<file path="config.mk">
export PLATFORM = sky130hd
export DESIGN_NAME = eqed_inject_ctrl
export DESIGN_NICKNAME = d
export VERILOG_FILES = /design/src/rtl/eqed_inject_ctrl.sv
export SDC_FILE = /design/constraint.sdc
export NUM_CORES = 1
export LEC_CHECK = 0
export BUFFER_PORTS_ARGS = -buffer_cell sky130_fd_sc_hd__buf_2
export CAP_MARGIN = 20
export CORE_MARGIN = 1
export CORE_UTILIZATION = 40
export DETAILED_ROUTE_END_ITERATION = 16
export PLACE_DENSITY_LB_ADDON = 0.15
export SKIP_CTS_REPAIR_TIMING = 1
export SLEW_MARGIN = 30
export SYNTH_ARGS = -nofsm -noshare
export SYNTH_HDL_FRONTEND = slang
export SYNTH_SLANG_ARGS = --single-unit
</file>
<file path="constraint.sdc">
create_clock -name clk -period 2.4 [get_ports clk]
set_input_delay 0.24 -clock clk [delete_from_list [all_inputs] [get_ports clk]]
set_output_delay 0.24 -clock clk [all_outputs]
set_load 0.005 [all_outputs]
</file>
<file path="src/rtl/eqed_inject_ctrl.sv">
// eqed_inject_ctrl: sequences a single-bit-flip campaign over every instrumented flip-flop and records which flips corrupt a MISR signature
module eqed_inject_ctrl #(
  parameter int NUM_FF  = 8,
  parameter int IDX_W   = 3,
  parameter int SIG_W   = 6,
  parameter int WIN     = 5,
  parameter int RST_CYC = 2,
  parameter int CNT_W   = 4
) (
  input  logic              clk,
  input  logic              rst,
  input  logic              start,
  input  logic [CNT_W-1:0]  inj_cycle,
  input  logic [SIG_W-1:0]  gold_in,
  input  logic [SIG_W-1:0]  gold_out,
  input  logic [SIG_W-1:0]  in_sig,
  input  logic [SIG_W-1:0]  out_sig,
  output logic              dut_rst,
  output logic [NUM_FF-1:0] inj_sel,
  output logic              busy,
  output logic              done,
  output logic [NUM_FF-1:0] detect_map,
  output logic [IDX_W-1:0]  cur_idx
);
  typedef enum logic [2:0] {IDLE, RESET, RUN, CHECK, DONE} state_t;
  state_t             state_q, state_d;
  logic [CNT_W-1:0]   cnt_q, cnt_d, off_q, off_d;
  logic [IDX_W-1:0]   idx_q, idx_d;
  logic [SIG_W-1:0]   gin_q, gin_d, gout_q, gout_d;
  logic [NUM_FF-1:0]  map_q, map_d, inj_q, inj_d;
  logic               dut_rst_q, dut_rst_d, busy_q, busy_d, done_q, done_d;
  assign dut_rst    = dut_rst_q;
  assign inj_sel    = inj_q;
  assign busy       = busy_q;
  assign done       = done_q;
  assign detect_map = map_q;
  assign cur_idx    = idx_q;
  // State and output registers; outputs are computed from the next state so they line up with it
  always_ff @(posedge clk) begin
    if (rst) begin
      state_q   <= IDLE;
      cnt_q     <= '0;
      off_q     <= '0;
      idx_q     <= '0;
      gin_q     <= '0;
      gout_q    <= '0;
      map_q     <= '0;
      inj_q     <= '0;
      dut_rst_q <= 1'b1;
      busy_q    <= 1'b0;
      done_q    <= 1'b0;
    end else begin
      state_q   <= state_d;
      cnt_q     <= cnt_d;
      off_q     <= off_d;
      idx_q     <= idx_d;
      gin_q     <= gin_d;
      gout_q    <= gout_d;
      map_q     <= map_d;
      inj_q     <= inj_d;
      dut_rst_q <= dut_rst_d;
      busy_q    <= busy_d;
      done_q    <= done_d;
    end
  end
  // Campaign sequencing: cnt counts reset cycles in RESET and window cycles in RUN
  always_comb begin
    state_d = state_q;
    cnt_d   = cnt_q + 1'b1;
    off_d   = off_q;
    idx_d   = idx_q;
    gin_d   = gin_q;
    gout_d  = gout_q;
    map_d   = map_q;
    case (state_q)
      IDLE: begin
        cnt_d = '0;
        if (start) begin
          state_d = RESET;
          off_d   = (inj_cycle >= CNT_W'(WIN)) ? CNT_W'(WIN - 1) : inj_cycle;
          gin_d   = gold_in;
          gout_d  = gold_out;
          map_d   = '0;
          idx_d   = '0;
        end
      end
      RESET: if (cnt_q == CNT_W'(RST_CYC - 1)) begin
        state_d = RUN;
        cnt_d   = '0;
      end
      RUN: if (cnt_q == CNT_W'(WIN - 1)) state_d = CHECK;
      CHECK: begin
        map_d[idx_q] = (in_sig != gin_q) || (out_sig != gout_q);
        cnt_d        = '0;
        if (idx_q == IDX_W'(NUM_FF - 1)) state_d = DONE;
        else begin
          idx_d   = idx_q + 1'b1;
          state_d = RESET;
        end
      end
      DONE: begin
        state_d = IDLE;
        cnt_d   = '0;
      end
      default: state_d = IDLE;
    endcase
  end
  // Output decode; the inject select only fires inside RUN so the DUT is never flipped while held in reset
  always_comb begin
    dut_rst_d = !(state_d == RUN || state_d == CHECK);
    busy_d    = state_d == RESET || state_d == RUN || state_d == CHECK;
    done_d    = state_d == DONE;
    inj_d     = (state_d == RUN && cnt_d == off_d) ? NUM_FF'(1) << idx_d : '0;
  end
endmodule

</file>
==> flow_summary.yaml, run 1 <==
critical_path:
  endpoint_kind: "flop"
  critPathMaxFanout: 5
  arrival_ns: 2.51
  critPathKind: "reg -> reg"
  start_kind: "flop"
  required_ns: 2.63
  worst-r2r-setup-slack_ns: 0.12
global_routing:
  grt_max_degree: 33
  antenna_found_initial: 0
  grt-ovfl-total: 0
  top_usage_layer: "met2"
  grt_pass1_wl_um: 7270
  grt_use_met1_pct: 23.2
  grt_usage_pct: 17.6
  global_route.usage.met3_pct: 4.61
  use_met2_pct: 27.1
  grt_pass1_vias: 1565
clocking:
  cts_buffers: 5
  clk_transition_reported_paths_ns: 0.08
  cts_tree: "yes"
  cts-root-buf: "clkbuf_8"
  cts.sinks: 45
  cts_max_path_buffers: 2
  insertion_delay_ns: 0.30
  htree_levels: 2
yosys:
  synthArstFlopShare_pct: 0
  muxShareOfSynthArea_pct: 7.84
  yosysTopAreaCell: "dfxtp_1"
  ys_ff_latch: 45
  synth_cell_type_count: 41
  synth-compound-area-share_pct: 7.72
  synth_edf_count: 0
  syn_area_per_cell_sq_um: 8.99
  synth_top_family_by_area: "simple AND/OR/NAND/NOR gates"
  yosysSeqAreaShare_pct: 43.4
  synth_top_area_share_pct: 43.4
  synth.area.top_cells: "dfxtp_1 43%, nand2_1 6.7%, xnor2_1 5.9%"
  synth_nets: 266
  syn-cell-area_sq_um: 2080
  synth-main-ff-cell: "dfxtp_1"
  synth-adder-area-share_pct: 2.41
  synth.most_common_cell: "dfxtp_1"
  synthTopCellsByCount: "45 x dfxtp_1, 37 x nand2_1, 19 x nor2_1, 16 x a21oi_1, 14 x xnor2_1"
  synthCells: 231
  synth_warnings: 0
  yosys.area_share.simple_pct: 28.6
  synth_xor_area_share_pct: 6.33
floorplanning:
  io_pins: 53
  die_h_um: 74.0
  initial_core_util_pct: 42.8
  rows: 25
  fp.dieW_um: 74.0
  coreArea_sq_um: 4850
  die-area_sq_um: 5480
routing:
  drc_errors: 0
  drtIter0Drc: 47
  antenna_left: 0
  totalWireLength_um: 4330
  drt_first_pass_iters: 6
  vias_per_cell: 4.86
  vias: 1731
  wl_per_cell_um: 12.2
place:
  gp_congestion: 0.842
  portBuffers: 52
  place_ws_ns: 0.143
  dp_hpwl_um: 3150
timing:
  setup_viol: 0
  setup_tns_ns: 0
  period_needed_ns: 2.28
  clock_skew_ns: 0.00427
  slew_violations: 0
  hold_violations: 0
  rsz0062_at_grt: "false"
  fmax_mhz: 439
  worst_slew_pin_slew_ns: 0.587
  fin_crit_sh_pct: 94.9
  worst_slack_ns: 0.122
  slew_headroom_pct: 60.8
power:
  power_density_nw_per_um2: 606
  p_leak_nw: 1.05
  power_w: 0.00154
  peakVddDrop_v: 0.000244
final_layout:
  n_antenna_cell: 0
  regArea_sq_um: 901
  multi_input_area_sq_um: 1100
  final_layout_size_suffix_gt1_share_pct: 30.4
  nNetsFinal: 323
  fillers: 467
  area_growth_pct: 22.7
  fin_util_pct: 52.5
hold_path:
  min_path_type: "in -> reg"
run_status:
  outcome: "finished, final reports clean"
run:
  cap_violations: 0
state kept, by name, summed over array words and instances (netlist names):
| name | count |
|---|---|
| dut_rst | 1 |
| off_q | 4 |
| gout_q | 6 |
| detect_map | 8 |
| inj_sel | 8 |
| busy | 1 |
| done | 1 |
| cur_idx | 3 |
| gin_q | 6 |
| cnt_q | 4 |
| state_q | 3 |
area by class of cell:
type / instances / share of cell area (%)
multi-input cells: 170 / 43.1
repair buffers: 61 / 12.9
well taps: 67 / 3.29
flip-flops and latches: 45 / 35.4
clock buffers: 7 / 3.39
clock inverters: 1 / 1.18
inverters: 5 / 0.737
power breakdown:
part	switching [W]	internal, W	total, W
registers	0.0000126	0.000768	0.000780
clock network	0.000247	0.000339	0.000586
logic	0.0000968	0.0000812	0.000178
final timing paths:
kind                    from         end  cells after the start
hold reg to reg    gout_q[5]   gout_q[5]                      2
setup reg to reg    cnt_q[0]  inj_sel[3]                      6
hold / removal    gold_in[0]    gin_q[0]                      3
setup / recovery    cnt_q[0]  inj_sel[3]                      6
kinds of logic after synthesis:
kind of cell    count (synthesis)
xor+xnor                       15
simple gates                  110
buf+inv                        16
fa+ha+maj                       4
mux                            14
flops                          45
compound gates                 27
metrics by stage:
stage | hold WS (ns) | std cells | cell area, sq um
after floorplan | 0.324 | 231 | 2080
after global placement | 0.457 | 348 | 2430
after detailed placement | 0.461 | 348 | 2430
after CTS | 0.169 | 356 | 2550
after global routing | 0.173 | 356 | 2550
final | 0.172 | 356 | 2550
worst max-delay path: stages (launching register included):
cell and delay, ns:
dfxtp_1 0.40, ha_1 0.18, or3b_2 0.47, a21bo_2 0.24, and3_1 0.18, or4b_4 0.57, nor3_2 0.17
cell usage in the layout (no fill, tap or decap), types with 4 or more instances in the layout:
master     n
nor3b_1    5
nor3_2     4
nand3b_1   4
mux2_2     8
inv_1      5
buf_4      9
nor3_1    10
xnor2_1   14
buf_2     52
mux2i_1    5
nand4_1    5
a21oi_1   16
dfxtp_1   45
o21ai_0    4
clkbuf_8   6
nand2_1   37
nor2_1    19
ha_1       4
per-layer routing:
metal  routed length [um]  part of all wire, %
met1                 2120                   49
met3                  205                  4.7
met2                 1940                   45
met4                   65                  1.5
met5                    0                    0
(Power assumes the default switching activity.)
==> run 2: changes to the inputs <==
Settings changed: BUFFER_PORTS_ARGS -buffer_cell sky130_fd_sc_hd__buf_2 to default, DONT_BUFFER_PORTS from default to 1.
==> run 2 against run 1 <==
Power fell by 4.2%. Non-clock buffer count fell by 51. Die area did not move. Wire length fell by 0.46%. Combinational power fell by 15%. Clock power fell by 6.5%. Cell area fell by 10%. Final cell count fell by 15%. Critical path type unchanged.
==> flow_summary.yaml, run 2 (synthesis results as in run 1) <==
run_status:
  outcome: "finished, final reports clean"
critical_path:
  cpPeakStageDelay_ns: 0.56
  critPathKind: "reg -> reg"
  endpoint_kind: "flop"
  required_ns: 2.62
  worst-r2r-setup-slack_ns: 0.13
  start_kind: "flop"
  cp_cell_sequence: "ha_1 > or3b_2 > a21bo_2 > and3_1 > or4b_4 > nor3_2"
  critPathMaxFanout: 5
  arrival_ns: 2.49
  critPathSlowestCell: "or4b_4"
timing:
  fmax_mhz: 441
  hold_violations: 0
  worst_slew_pin_slew_ns: 0.736
  rsz0062_at_grt: "false"
  period_needed_ns: 2.27
  setup_viol: 0
  clock_skew_ns: 0.00441
  hold_slack_ns: 0.00754
  fin_crit_sh_pct: 94.6
  slew_violations: 0
  setup_tns_ns: 0
  slew_headroom_pct: 50.7
routing:
  met2_length_um: 1960
  wl_per_cell_um: 14.2
  drtIter0Drc: 59
  drt_first_pass_iters: 4
  totalWireLength_um: 4310
  met3WireLength_um: 275
  m1WireLength_um: 2030
  vias_per_cell: 5.11
  vias: 1554
  routed.top_layer: "met4"
  drc_errors: 0
  antenna_left: 0
place:
  portBuffers: 0
  dp_hpwl_um: 3010
  gp_congestion: 0.849
final_layout:
  final_common_cell: "dfxtp_1"
  n_antenna_cell: 0
  fillers: 482
  area_growth_pct: 10.1
  nNetsFinal: 272
  final_layout_size_suffix_gt1_share_pct: 14.8
  final_cell_mix: "45 x dfxtp_1, 37 x nand2_1, 19 x nor2_1"
floorplanning:
  coreArea_sq_um: 4850
  fp.dieW_um: 74.0
  io_pins: 53
  die_h_um: 74.0
  initial_core_util_pct: 42.8
  rows: 25
  die-area_sq_um: 5480
clocking:
  cts-root-buf: "clkbuf_8"
  cts.sinks: 45
  cts_max_path_buffers: 2
  insertion_delay_ns: 0.29
  cts_buffers: 5
  htree_levels: 2
  clk_transition_reported_paths_ns: 0.08
  cts_tree: "yes"
power:
  p_leak_nw: 0.814
  power_density_nw_per_um2: 647
  power_w: 0.00148
  peakVddDrop_v: 0.000216
hold_path:
  min_path_type: "in -> reg"
global_routing:
  grt_pass1_vias: 1406
  grt_max_degree: 33
  grt_pass1_wl_um: 6500
  grt-ovfl-total: 0
  grt_usage_pct: 15.8
  antenna_found_initial: 0
run:
  cap_violations: 0
==> run 2: changes by cell type in the layout (fill, tap and decap cells not counted) <==
cell           delta
clkinv_2          +1
clkbuf_8          -1
buf_4             -1
dlygate4sd3_1     +2
clkbuf_1          -1
buf_2            -52
==> run 2: layout make-up <==
class / instances / area (sq um) / share of cell area (%)
multi-input combinational: 170 / 1100 / 48.1
sequential: 45 / 901 / 39.4
tap: 67 / 83.8 / 3.67
timing repair buffer: 10 / 80.1 / 3.50
clock buffer: 5 / 68.8 / 3.01
clock inverter: 2 / 35.0 / 1.53
inverter: 5 / 18.8 / 0.821
==> run 2: report_power, final <==
part,total (W),internal [W],switching (W)
clock,0.000548,0.000303,0.000245
sequential,0.000781,0.000768,0.0000137
combinational,0.000151,0.0000655,0.0000853
==> run 2: path summary, 6_finish.rpt <==
kind,end,depth (start not counted),start
worst max-delay path,inj_sel[6],6,cnt_q[0]
worst min-delay path,off_q[2],1,rst
worst max register to register,inj_sel[6],6,cnt_q[0]
worst min register to register,off_q[3],2,off_q[3]
==> run 2: routing by layer <==
layer	up-vias	GRT usage, %
li1	802	-
met1	705	19.6
met2	43	26.2
met3	4	4.61
met4	0	5.13
met5	-	0
==> run 2: per-stage QoR <==
stage	area, sq um	utilization [%]	std cells	setup WS (ns)
after floorplan	2080	-	231	0.187
final	2290	47.1	304	0.130
after global placement	2160	44.6	295	0.186
after global routing	2290	47.1	304	0.00598
after detailed placement	2160	44.6	295	0.146
after CTS	2270	46.7	302	0.126
==> run 2: worst max-delay path: cells and delay by family (launching register included) <==
kind / cells / cell delay (ns)
AND/OR/NAND/NOR: 4 / 1.38
flip-flops: 1 / 0.40
AO/OA/AOI/OAI: 1 / 0.25
adder cells (fa/ha/maj): 1 / 0.18
==> run 3: changes to the inputs <==
Clock period 2.4 ns to 2.7 ns, I/O delays scaled along.
==> run 3 against run 2 <==
Cell area down 2.3%. Clock-buffer cell count grew 2. First-iteration DRC count is 31% lower. Power is 14% lower.
==> flow_summary.yaml, run 3 (synthesis results as in run 1) <==
power:
  power_density_nw_per_um2: 567
  power_w: 0.00127
  p_leak_nw: 0.785
  peakVddDrop_v: 0.000183
timing:
  worst_slew_pin_slew_ns: 0.468
  slew_violations: 0
  slew_headroom_pct: 68.7
  worst_slack_ns: 0.433
  setup_viol: 0
  rsz0062_at_grt: "false"
  hold_violations: 0
  clock_skew_ns: 0.00629
  period_needed_ns: 2.27
  setup_tns_ns: 0
  fmax_mhz: 441
  fin_crit_sh_pct: 84.0
clocking:
  cts_buffers: 5
  cts_tree: "yes"
  cts.sinks: 45
  cts_max_path_buffers: 2
  htree_levels: 2
  cts-root-buf: "clkbuf_8"
  clk_transition_reported_paths_ns: 0.08
  insertion_delay_ns: 0.29
final_layout:
  n_antenna_cell: 0
  final_common_cell: "dfxtp_1"
  final_layout_size_suffix_gt1_share_pct: 13.8
  area_growth_pct: 7.59
  final_cell_mix: "45 x dfxtp_1, 37 x nand2_1, 19 x nor2_1"
  nNetsFinal: 266
  fillers: 486
routing:
  met3WireLength_um: 307
  antenna_left: 0
  wl_per_cell_um: 13.6
  vias_per_cell: 5.09
  routed.top_layer: "met4"
  drc_errors: 0
  drtIter0Drc: 41
  vias: 1523
  drt_first_pass_iters: 4
  totalWireLength_um: 4060
  m1WireLength_um: 1910
  met2_length_um: 1800
place:
  portBuffers: 0
  gp_congestion: 0.775
  dp_hpwl_um: 2910
  place_ws_ns: 0.449
global_routing:
  grt_pass1_wl_um: 6570
  grt_usage_pct: 15.7
  antenna_found_initial: 0
  grt_pass1_vias: 1390
  grt-ovfl-total: 0
  grt_max_degree: 33
floorplanning:
  initial_core_util_pct: 42.8
  fp.dieW_um: 74.0
  rows: 25
  io_pins: 53
  coreArea_sq_um: 4850
  die_h_um: 74.0
  die-area_sq_um: 5480
critical_path:
  critPathKind: "reg -> reg"
  arrival_ns: 2.49
  required_ns: 2.92
  start_kind: "flop"
  endpoint_kind: "flop"
  critPathMaxFanout: 5
hold_path:
  min_path_type: "in -> reg"
run:
  cap_violations: 0
run_status:
  outcome: "finished, final reports clean"
run 3: cell types whose count changed in the layout (fill, tap and decap cells not counted):
cell	before	now
buf_4	8	4
clkbuf_8	5	7
dlygate4sd3_1	2	0
bufinv_16	1	0
run 3: path summary, 6_finish.rpt:
check                 from          to  slack [ns]  depth (start not counted)
setup / recovery  cnt_q[0]  inj_sel[7]        0.43                          6
hold / removal         rst    off_q[3]        0.04                          1
setup reg to reg  cnt_q[0]  inj_sel[7]        0.43                          6
hold reg to reg   off_q[3]    off_q[3]        0.46                          2
run 3: area by class of cell:
| type | instances | area [sq um] | share of cell area, % |
|---|---|---|---|
| clock buffer | 7 | 96.3 | 4.31 |
| clock inverter | 1 | 5.00 | 0.224 |
| inverter | 5 | 18.8 | 0.840 |
| multi-input combinational | 170 | 1100 | 49.2 |
| sequential | 45 | 901 | 40.3 |
| tap | 67 | 83.8 | 3.75 |
| timing repair buffer | 4 | 30.0 | 1.34 |
run 3: worst max-delay path: stages (launching register included):
cell	delay, ns
dfxtp_1	0.41
ha_1	0.18
or3b_2	0.47
a21bo_2	0.25
and3_1	0.18
or4b_4	0.56
nor3_2	0.16
run 3: report_power, final:
group | switching [W] | total (W) | internal, W | leakage [nW]
combinational | 0.0000637 | 0.000118 | 0.0000539 | 0.365
sequential | 0.0000160 | 0.000698 | 0.000682 | 0.365
clock | 0.000220 | 0.000451 | 0.000231 | 0.0542
run 3: routing by layer:
layer / vias up / track usage, %
li1: 791 / -
met1: 686 / 20.1
met2: 42 / 25.3
met3: 4 / 5.28
met4: 0 / 4.49
met5: - / 0
run 3: stage by stage:
step / hold slack, ns / util, % / cells / cell area [sq um]
floorplan: 0.354 / - / 231 / 2080
global placement: 0.346 / 44.0 / 291 / 2130
detailed placement: 0.346 / 44.0 / 291 / 2130
CTS: 0.0250 / 46.1 / 299 / 2230
global route: 0.0240 / 46.1 / 299 / 2230
finish: 0.0354 / 46.1 / 299 / 2230
